[config.mk]
export PLATFORM = sky130hd
export DESIGN_NAME = alu_exec_unit
export DESIGN_NICKNAME = d
export VERILOG_FILES = /design/src/rtl/alu_pkg.sv /design/src/rtl/alu_core.sv /design/src/rtl/alu_exec_unit.sv
export SDC_FILE = /design/constraint.sdc
export NUM_CORES = 1
export LEC_CHECK = 0
export ABC_AREA = 1
export CAP_MARGIN = 30
export CELL_PAD_IN_SITES_DETAIL_PLACEMENT = 1
export CELL_PAD_IN_SITES_GLOBAL_PLACEMENT = 2
export CORE_ASPECT_RATIO = 0.9
export CORE_MARGIN = 1
export CORE_UTILIZATION = 25
export CTS_CLUSTER_SIZE = 10
export DETAILED_ROUTE_END_ITERATION = 16
export PLACE_DENSITY = 0.77
export SYNTH_ARGS = -nofsm -noshare
export SYNTH_HDL_FRONTEND = slang
export SYNTH_SLANG_ARGS = --single-unit
[constraint.sdc]
create_clock -name CLK -period 6.9 [get_ports CLK]
set_input_delay 2.07 -clock CLK [delete_from_list [all_inputs] [get_ports CLK]]
set_output_delay 2.07 -clock CLK [all_outputs]
set_load 0.01 [all_outputs]
[src/rtl/alu_pkg.sv]
// Shared constants for the execute-stage ALU: mode encodings, funct/opcode values,
// branch condition codes and flag bit positions.
package alu_pkg;

    typedef logic [3:0] alu_mode_t;
    typedef logic [3:0] cond_t;

    localparam alu_mode_t ALU_AND  = 4'b0000;
    localparam alu_mode_t ALU_ADD  = 4'b0001;
    localparam alu_mode_t ALU_SUB  = 4'b0010;
    localparam alu_mode_t ALU_OR   = 4'b0011;
    localparam alu_mode_t ALU_XOR  = 4'b0100;
    localparam alu_mode_t ALU_NOR  = 4'b0101;
    localparam alu_mode_t ALU_SLT  = 4'b0110;
    localparam alu_mode_t ALU_SLTU = 4'b0111;
    localparam alu_mode_t ALU_SLL  = 4'b1000;
    localparam alu_mode_t ALU_SRL  = 4'b1001;
    localparam alu_mode_t ALU_SRA  = 4'b1010;

    localparam logic [5:0] FUNCT_ADD  = 6'b100000;
    localparam logic [5:0] FUNCT_ADDU = 6'b100001;
    localparam logic [5:0] FUNCT_SUB  = 6'b100010;
    localparam logic [5:0] FUNCT_SUBU = 6'b100011;
    localparam logic [5:0] FUNCT_AND  = 6'b100100;
    localparam logic [5:0] FUNCT_OR   = 6'b100101;
    localparam logic [5:0] FUNCT_XOR  = 6'b100110;
    localparam logic [5:0] FUNCT_NOR  = 6'b100111;
    localparam logic [5:0] FUNCT_SLT  = 6'b101010;
    localparam logic [5:0] FUNCT_SLTU = 6'b101011;
    localparam logic [5:0] FUNCT_SLL  = 6'b000000;
    localparam logic [5:0] FUNCT_SRL  = 6'b000010;
    localparam logic [5:0] FUNCT_SRA  = 6'b000011;

    localparam logic [5:0] OP_J    = 6'b000010;
    localparam logic [5:0] OP_JAL  = 6'b000011;
    localparam logic [5:0] OP_BEQ  = 6'b000100;
    localparam logic [5:0] OP_BNE  = 6'b000101;
    localparam logic [5:0] OP_BLEZ = 6'b000110;
    localparam logic [5:0] OP_BGTZ = 6'b000111;

    localparam cond_t COND_EQ   = 4'b0000;
    localparam cond_t COND_NE   = 4'b0001;
    localparam cond_t COND_LT   = 4'b0010;
    localparam cond_t COND_GE   = 4'b0011;
    localparam cond_t COND_LE   = 4'b0100;
    localparam cond_t COND_GT   = 4'b0101;
    localparam cond_t COND_NONE = 4'b1111;

    localparam int FLAG_Z   = 0;
    localparam int FLAG_N   = 1;
    localparam int FLAG_C   = 2;
    localparam int FLAG_V   = 3;
    localparam int FLAG_LT  = 4;
    localparam int FLAG_LTU = 5;

    // Only Z and LT are needed by the conditions in use; unknown codes never branch.
    function automatic logic cond_eval(input cond_t cond, input logic z, input logic lt);
        case (cond)
            COND_EQ: cond_eval = z;
            COND_NE: cond_eval = ~z;
            COND_LT: cond_eval = lt;
            COND_GE: cond_eval = ~lt;
            COND_LE: cond_eval = lt | z;
            COND_GT: cond_eval = ~lt & ~z;
            default: cond_eval = 1'b0;
        endcase
    endfunction

endpackage

[src/rtl/alu_core.sv]
// Combinational 32-bit ALU producing the result and an 8-bit flag vector.
module alu_core
    import alu_pkg::*;
#(
    parameter int DATA_WIDTH = 32
) (
    input  alu_mode_t              mode,
    input  logic [DATA_WIDTH-1:0]  a,
    input  logic [DATA_WIDTH-1:0]  b,
    output logic [DATA_WIDTH-1:0]  result,
    output logic [7:0]             flags
);

    localparam int SHW = $clog2(DATA_WIDTH);

    logic [DATA_WIDTH:0]   sum;
    logic [DATA_WIDTH:0]   diff;
    logic [SHW-1:0]        shamt;
    logic                  carry;
    logic                  ovf;
    logic                  arith;

    // SUB is a + ~b + 1, so its carry-out is set exactly when there is no borrow.
    assign sum   = {1'b0, a} + {1'b0, b};
    assign diff  = {1'b0, a} + {1'b0, ~b} + (DATA_WIDTH+1)'(1);
    assign shamt = b[SHW-1:0];

    always_comb begin
        result = '0;
        carry  = 1'b0;
        ovf    = 1'b0;
        arith  = 1'b0;
        case (mode)
            ALU_AND:  result = a & b;
            ALU_ADD: begin
                result = sum[DATA_WIDTH-1:0];
                carry  = sum[DATA_WIDTH];
                ovf    = (a[DATA_WIDTH-1] == b[DATA_WIDTH-1]) &&
                         (sum[DATA_WIDTH-1] != a[DATA_WIDTH-1]);
                arith  = 1'b1;
            end
            ALU_SUB: begin
                result = diff[DATA_WIDTH-1:0];
                carry  = diff[DATA_WIDTH];
                ovf    = (a[DATA_WIDTH-1] != b[DATA_WIDTH-1]) &&
                         (diff[DATA_WIDTH-1] != a[DATA_WIDTH-1]);
                arith  = 1'b1;
            end
            ALU_OR:   result = a | b;
            ALU_XOR:  result = a ^ b;
            ALU_NOR:  result = ~(a | b);
            ALU_SLT:  result = {{(DATA_WIDTH-1){1'b0}}, $signed(a) < $signed(b)};
            ALU_SLTU: result = {{(DATA_WIDTH-1){1'b0}}, a < b};
            ALU_SLL:  result = a << shamt;
            ALU_SRL:  result = a >> shamt;
            ALU_SRA:  result = $unsigned($signed(a) >>> shamt);
            default:  result = '0;
        endcase
    end

    always_comb begin
        flags           = '0;
        flags[FLAG_Z]   = (result == '0);
        flags[FLAG_N]   = result[DATA_WIDTH-1];
        flags[FLAG_C]   = carry;
        flags[FLAG_V]   = ovf;
        flags[FLAG_LT]  = arith & (result[DATA_WIDTH-1] ^ ovf);
        flags[FLAG_LTU] = arith & ~carry;
    end

endmodule

[src/rtl/alu_exec_unit.sv]
// Execute-stage core: ALU control decode, ALU, branch/jump analysis and the
// registered flags/branch decision consumed by the next-PC logic.
module alu_exec_unit
    import alu_pkg::*;
#(
    parameter int DATA_WIDTH = 32
) (
    input  logic                   CLK,
    input  logic                   rst,
    input  logic [31:0]            inst,
    input  logic [1:0]             alu_op,
    input  logic [DATA_WIDTH-1:0]  a,
    input  logic [DATA_WIDTH-1:0]  b,
    output logic [DATA_WIDTH-1:0]  result,
    output logic [7:0]             flags,
    output logic                   shift,
    output logic                   branch,
    output logic                   jump,
    output logic [3:0]             cond,
    output logic                   take_branch,
    output logic [7:0]             flags_q,
    output logic                   take_branch_q
);

    logic [5:0]  funct;
    logic [5:0]  opcode;
    alu_mode_t   mode;
    logic        unused_inst_bits;

    assign funct            = inst[5:0];
    assign opcode           = inst[31:26];
    assign unused_inst_bits = ^inst[25:6];

    always_comb begin
        mode  = ALU_ADD;
        shift = 1'b0;
        case (alu_op)
            2'b00: mode = ALU_ADD;
            2'b01: mode = ALU_SUB;
            2'b11: mode = ALU_OR;
            default: begin
                case (funct)
                    FUNCT_ADD, FUNCT_ADDU: mode = ALU_ADD;
                    FUNCT_SUB, FUNCT_SUBU: mode = ALU_SUB;
                    FUNCT_AND:  mode = ALU_AND;
                    FUNCT_OR:   mode = ALU_OR;
                    FUNCT_XOR:  mode = ALU_XOR;
                    FUNCT_NOR:  mode = ALU_NOR;
                    FUNCT_SLT:  mode = ALU_SLT;
                    FUNCT_SLTU: mode = ALU_SLTU;
                    FUNCT_SLL: begin mode = ALU_SLL; shift = 1'b1; end
                    FUNCT_SRL: begin mode = ALU_SRL; shift = 1'b1; end
                    FUNCT_SRA: begin mode = ALU_SRA; shift = 1'b1; end
                    default:    mode = ALU_ADD;
                endcase
            end
        endcase
    end

    alu_core #(
        .DATA_WIDTH(DATA_WIDTH)
    ) u_alu_core (
        .mode   (mode),
        .a      (a),
        .b      (b),
        .result (result),
        .flags  (flags)
    );

    always_comb begin
        branch = 1'b0;
        jump   = 1'b0;
        cond   = COND_NONE;
        case (opcode)
            OP_J, OP_JAL: jump = 1'b1;
            OP_BEQ:  begin branch = 1'b1; cond = COND_EQ; end
            OP_BNE:  begin branch = 1'b1; cond = COND_NE; end
            OP_BLEZ: begin branch = 1'b1; cond = COND_LE; end
            OP_BGTZ: begin branch = 1'b1; cond = COND_GT; end
            default: ;
        endcase
    end

    assign take_branch = branch & ~jump & cond_eval(cond, flags[FLAG_Z], flags[FLAG_LT]);

    // Reset only touches the pipeline copies; the combinational path stays live.
    always_ff @(posedge CLK or posedge rst) begin
        if (rst) begin
            flags_q       <= '0;
            take_branch_q <= 1'b0;
        end else begin
            flags_q       <= flags;
            take_branch_q <= take_branch;
        end
    end

endmodule

==> results_dict.tcl, run 1 <==
set metrics [dict create \
    post-place-ws_ps -1490 \
    cp_max_fo 4 \
    core_region_area_um2 47800 \
    antenna_found_initial 0 \
    n_antenna_cell 0 \
    first_iter_violations 1769 \
    hold_viol 0 \
    vias 20900 \
    layout_min_cycle_time_ps 7150 \
    first_pass_iters 12 \
    drc 5 \
    post-route-util 0.487 \
    cts_root_buf "clkbuf_16" \
    maxCapViolations 0 \
    dpl_cell_area_um2 18600 \
    postRouteWirelength_um 91900 \
    final_common_cell "buf_4" \
    cts_buffer_depth 2 \
    ant_nets 0 \
    syn_area_per_cell_um2 4.74 \
    synth_top_area_cell "nand2_1" \
    whs_ps 2080 \
    wl_met3_um 5450 \
    crit_path_end_kind "output port" \
    grt_pass1_wl_um 130000 \
    start_util 0.253 \
    register_area_um2 175 \
    synth_top_family_by_area "simple AND/OR/NAND/NOR gates" \
    synth_top_area_frac 0.260 \
    area_growth_pct 92.2 \
    io_buffers 132 \
    setup_violations 4 \
    async_reset_ff_frac 1.00 \
    multi_input_area_um2 13200 \
    layout-drive-gt1-share 0.471 \
    synthXorXnorAreaFrac 0.0181 \
    nFillCells 6388 \
    synth-seq-cells 7 \
    tightest_slew_ps 695 \
    ys.flop_type "dfrtp_1" \
    synth.area.mux_share 0 \
    p_per_area_nw_per_um2 109 \
    status "complete, but fails checks" \
    wl_met1_um 39600 \
    dr_wl_met2_um 41500 \
    routed.top_layer "met4" \
    worstSetupStartpointType "input pin" \
    synthAdderAreaFrac 0.110 \
    dp_hpwl_um 69700 \
    synth-compound-area-share 0.0810 \
    gp_congestion 1.03 \
    drv_slew 0 \
    grt_pass1_vias 21000 \
    globalRouteTotalUtil 0.350 \
    crit_path_end "take_branch" \
    slew_headroom 0.536 \
    wl_per_cell_um 23.3 \
    synth_area_leaders "nand2_1, nand3_1, nor2_1, ha_1, inv_1" \
    cts_htree_levels 1 \
    cp_data_required_time_ps 4830 \
    worst-setup-path-type "in -> out" \
    die-area_um2 49400 \
    clkTransAtPathRegs_ps 40 \
    grt_max_degree 73 \
    ys_seq_area_frac 0.0145 \
    cts_tree "built" \
    fmax_ghz 0.140 \
    design_area_um2 23300 \
    ys_types 42 \
    hp-class "in -> async" \
    fin_ws_ps -248 \
    irDropWorstVdd_mv 0.0775 \
    core.rowCount 76 \
    critPathLaunch "a[2]" \
    cp.arrival_ps 5080 \
    die_x_um 234 \
    p_leak_nw 12.3 \
    cts_sinks 7 \
    numCtsBuffers 3 \
    postSynthCellCount 2556 \
    layout_common_cells "buf_4, nand2_1, nand3_1" \
    synthSimpleGateAreaFrac 0.616 \
    synth.cell_area_um2 12100 \
    finalSetupTns_ps -431 \
    die_h_um 211 \
    viasPerCell 5.29 \
    yosys_warnings 0 \
    fin_nets 3534 \
    violations "design-rule violations, negative setup slack" \
    synth_edf_count 0 \
    io_pins 157 \
    rsz0062_at_grt "true" \
    grt.overflow.total 0 \
    final.period_utilization 1.04 \
]
==> power by group <==
part | switching (mW) | internal, mW | total, mW
combinational | 1.35 | 1.04 | 2.39
sequential | 0.00220 | 0.0477 | 0.0499
clock | 0.0225 | 0.0769 | 0.0994
==> worst max-delay path, stage by stage <==
cell and delay, ps:
buf_4 140, inv_4 60, ha_4 200, buf_6 130
nor2_2 130, buf_4 120, nand3_1 90, nand3b_1 280
nand2_1 120, nand2_2 160, xor2_1 170, nor2_1 70
nor2_1 130, nand2_1 80, nor2_2 120, nand2_1 90
nor2_2 140, nand2_2 70, nor2_4 120, buf_6 140
nand2_4 70, nand2_2 50, nand2_1 40, nand2_1 70
nand2_2 60, buf_6 120
==> layout make-up <==
cell class | instances | area share
multi-input combinational | 2070 | 0.567
timing repair buffer | 901 | 0.330
inverter | 346 | 0.0592
tap | 624 | 0.0335
clock buffer | 4 | 0.00338
sequential | 7 | 0.00752
==> stage by stage <==
stage / instances / power, mW
after floorplan: 2559 / 0.816
after global placement: 3803 / 1.79
after detailed placement: 3803 / 1.83
after CTS: 3899 / 2.25
after global routing: 3952 / 2.66
final: 3952 / 2.54
==> timing repair <==
action,4_1_cts,5_1_grt
gates cloned,4,5
resized for setup,859,456
endpoints found under the setup margin,39,31
hold buffers,0,0
setup buffers,89,49
pin swaps,217,227
==> worst min-delay path by stage <==
stage | startpoint | to | slack, ps | cells past startpoint
after CTS | rst | flags_q[2] | 2080 | 2
after global routing | rst | flags_q[2] | 2110 | 2
after detailed placement | rst | flags_q[2] | 2320 | 2
final | rst | take_branch_q | 2080 | 2
after floorplan | rst | flags_q[0] | 1870 | 1
after global placement | rst | take_branch_q | 2300 | 2
==> sequential cells by signal, summed over array words and instances, names as in the netlist <==
register       cells
flags_q            6
take_branch_q      1
==> Yosys cell counts (8+ instances only) <==
| cell type | instances |
|---|---|
| o21ai_0 | 65 |
| nand4_1 | 74 |
| ha_1 | 103 |
| clkbuf_1 | 45 |
| xor2_1 | 24 |
| inv_2 | 8 |
| inv_1 | 333 |
| buf_1 | 20 |
| a21oi_1 | 77 |
| nand3_1 | 422 |
| buf_2 | 58 |
| o21ai_1 | 9 |
| buf_4 | 11 |
| nor3_1 | 23 |
| o21bai_1 | 11 |
| nand2_1 | 841 |
| nor2_1 | 362 |
| o211ai_1 | 12 |
==> cell families after synthesis <==
| kind of cell | Yosys count |
|---|---|
| other | 1 |
| DFF | 7 |
| and+or+nand+nor | 1754 |
| adders and majority gates | 105 |
| buffers and inverters | 483 |
| xor gates and xnor gates | 25 |
| AOI/OAI and AO/OA | 181 |
==> per-layer routing <==
layer / vias to the layer above / track usage
met1: 10200 / 0.474
met3: 218 / 0.0178
met2: 843 / 0.570
met5: - / 0
li1: 9646 / -
met4: 0 / 0.152
No activity file was read; power rests on OpenSTA's default activity.
==> run 2, diff against run 1 <==
Settings changed: GPL_TIMING_DRIVEN from default to 0.
==> results_dict.tcl, run 2 (synthesized netlist as in run 1, its figures left out) <==
set metrics [dict create \
    layout_common_cells "nand2_1, nand3_1, inv_1" \
    die_x_um 234 \
    slew_headroom 0.365 \
    grt_pass1_wl_um 130000 \
    first_pass_iters 12 \
    fin_cells 3459 \
    cts_tree "built" \
    crit_path_end_kind "output port" \
    dpl_cell_area_um2 14200 \
    hold_viol 0 \
    wl_per_cell_um 26.9 \
    irDropWorstVdd_mv 0.0788 \
    reg_top3 "flags_q: 6 flops, take_branch_q: 1 flops" \
    gp_congestion 1.05 \
    cts_htree_levels 1 \
    violations "design-rule violations, negative setup slack" \
    post-route-util 0.377 \
    dp.cells 3316 \
    fin_nets 3041 \
    final_common_cell "nand2_1" \
    grt.overflow.total 0 \
    cts_root_buf "clkbuf_16" \
    tightest_slew_ps 952 \
    hp-class "in -> async" \
    grt_pass1_vias 18500 \
    n_antenna_cell 0 \
    clkTransAtPathRegs_ps 40 \
    start_util 0.253 \
    cts_buffer_depth 2 \
    numCtsBuffers 3 \
    drc 5 \
    globalRouteTotalUtil 0.368 \
    layout-drive-gt1-share 0.257 \
    maxCapViolations 0 \
    layout_min_cycle_time_ps 7400 \
    first_iter_violations 1862 \
    post-place-ws_ps -3380 \
    design_area_um2 18000 \
    viasPerCell 5.50 \
    ant_nets 0 \
    dp_hpwl_um 75500 \
    final.period_utilization 1.07 \
    cts_sinks 7 \
    cp_max_fo 10 \
    setup_violations 10 \
    grt_max_degree 12 \
    vias 19000 \
    regMostFlops "flags_q" \
    core_region_area_um2 47800 \
    fmax_ghz 0.135 \
    p_per_area_nw_per_um2 113 \
    fin_ws_ps -497 \
    worstSetupStartpointType "input pin" \
    io_buffers 132 \
    p_leak_nw 9.52 \
    core.rowCount 76 \
    status "complete, but fails checks" \
    die_h_um 211 \
    rsz0062_at_grt "true" \
    cp_data_required_time_ps 4830 \
    postRouteWirelength_um 93200 \
    worst-setup-path-type "in -> out" \
    io_pins 157 \
    area_growth_pct 48.7 \
    cp.arrival_ps 5330 \
    largest_register_ffs 6 \
    drv_slew 0 \
    antenna_found_initial 1 \
    die-area_um2 49400 \
]
[run 2: path summary, 6_finish.rpt]
kind | startpoint | endpoint | slack (ps) | cells past startpoint
worst max-delay path | b[0] | take_branch | -500 | 24
worst min-delay path | rst | take_branch_q | 2070 | 2
max in group asynchronous | rst | flags_q[0] | 4610 | 2
min in group CLK | inst[26] | take_branch_q | 2690 | 5
[run 2: routing by layer]
| metal | track usage | vias to the layer above | wire length [um] |
|---|---|---|---|
| met5 | 0 | - | 0 |
| met4 | 0.106 | 0 | 3070 |
| met3 | 0.0690 | 129 | 8540 |
| met2 | 0.539 | 896 | 38400 |
| met1 | 0.537 | 9327 | 43200 |
| li1 | - | 8677 | - |
[run 2: final cells by class]
type | count | area (um2)
Fill cell | 6531 | 29800
Clock buffer | 4 | 78.8
Timing Repair Buffer | 288 | 2580
Tap cell | 624 | 781
Multi-Input combinational cell | 2069 | 12000
Buffer | 121 | 1040
Inverter | 346 | 1370
Sequential cell | 7 | 175
[run 2: worst max-delay path, cell delays in order]
cell,delay [ps]
buf_4,150
buf_8,180
inv_6,80
buf_8,160
nand2_1,150
nand3_1,150
nand3_1,160
nand2_1,200
o21ai_0,340
o21ai_1,170
nand2_1,110
o211ai_1,130
nor2_2,180
nand2_1,100
nor2_2,160
nand2_2,80
nor2_4,140
buf_12,140
nand2_2,70
nand2_1,70
nand2_1,60
nand2_1,80
nand2_2,70
buf_6,120
[run 2: through the flow]
step | TNS (ps) | hold WS [ps] | total power [mW]
global placement | -75340 | 2310 | 1.45
CTS | -1120 | 2080 | 1.89
finish | -1790 | 2070 | 2.03
detailed placement | -75480 | 2320 | 1.46
global route | -2730 | 2100 | 2.14
floorplan | 0 | 1870 | 0.816
[run 2: power breakdown]
part	total (mW)	internal [mW]	switching, mW
Clock	0.0995	0.0769	0.0226
Sequential	0.0493	0.0477	0.00157
Combinational	1.89	0.672	1.21
[run 2: repair_timing]
item	CTS	global route
gates cloned	5	0
pin swaps	127	87
endpoints found under the setup margin	41	36
resized for setup	796	191
hold buffers	0	0
setup buffers	115	35
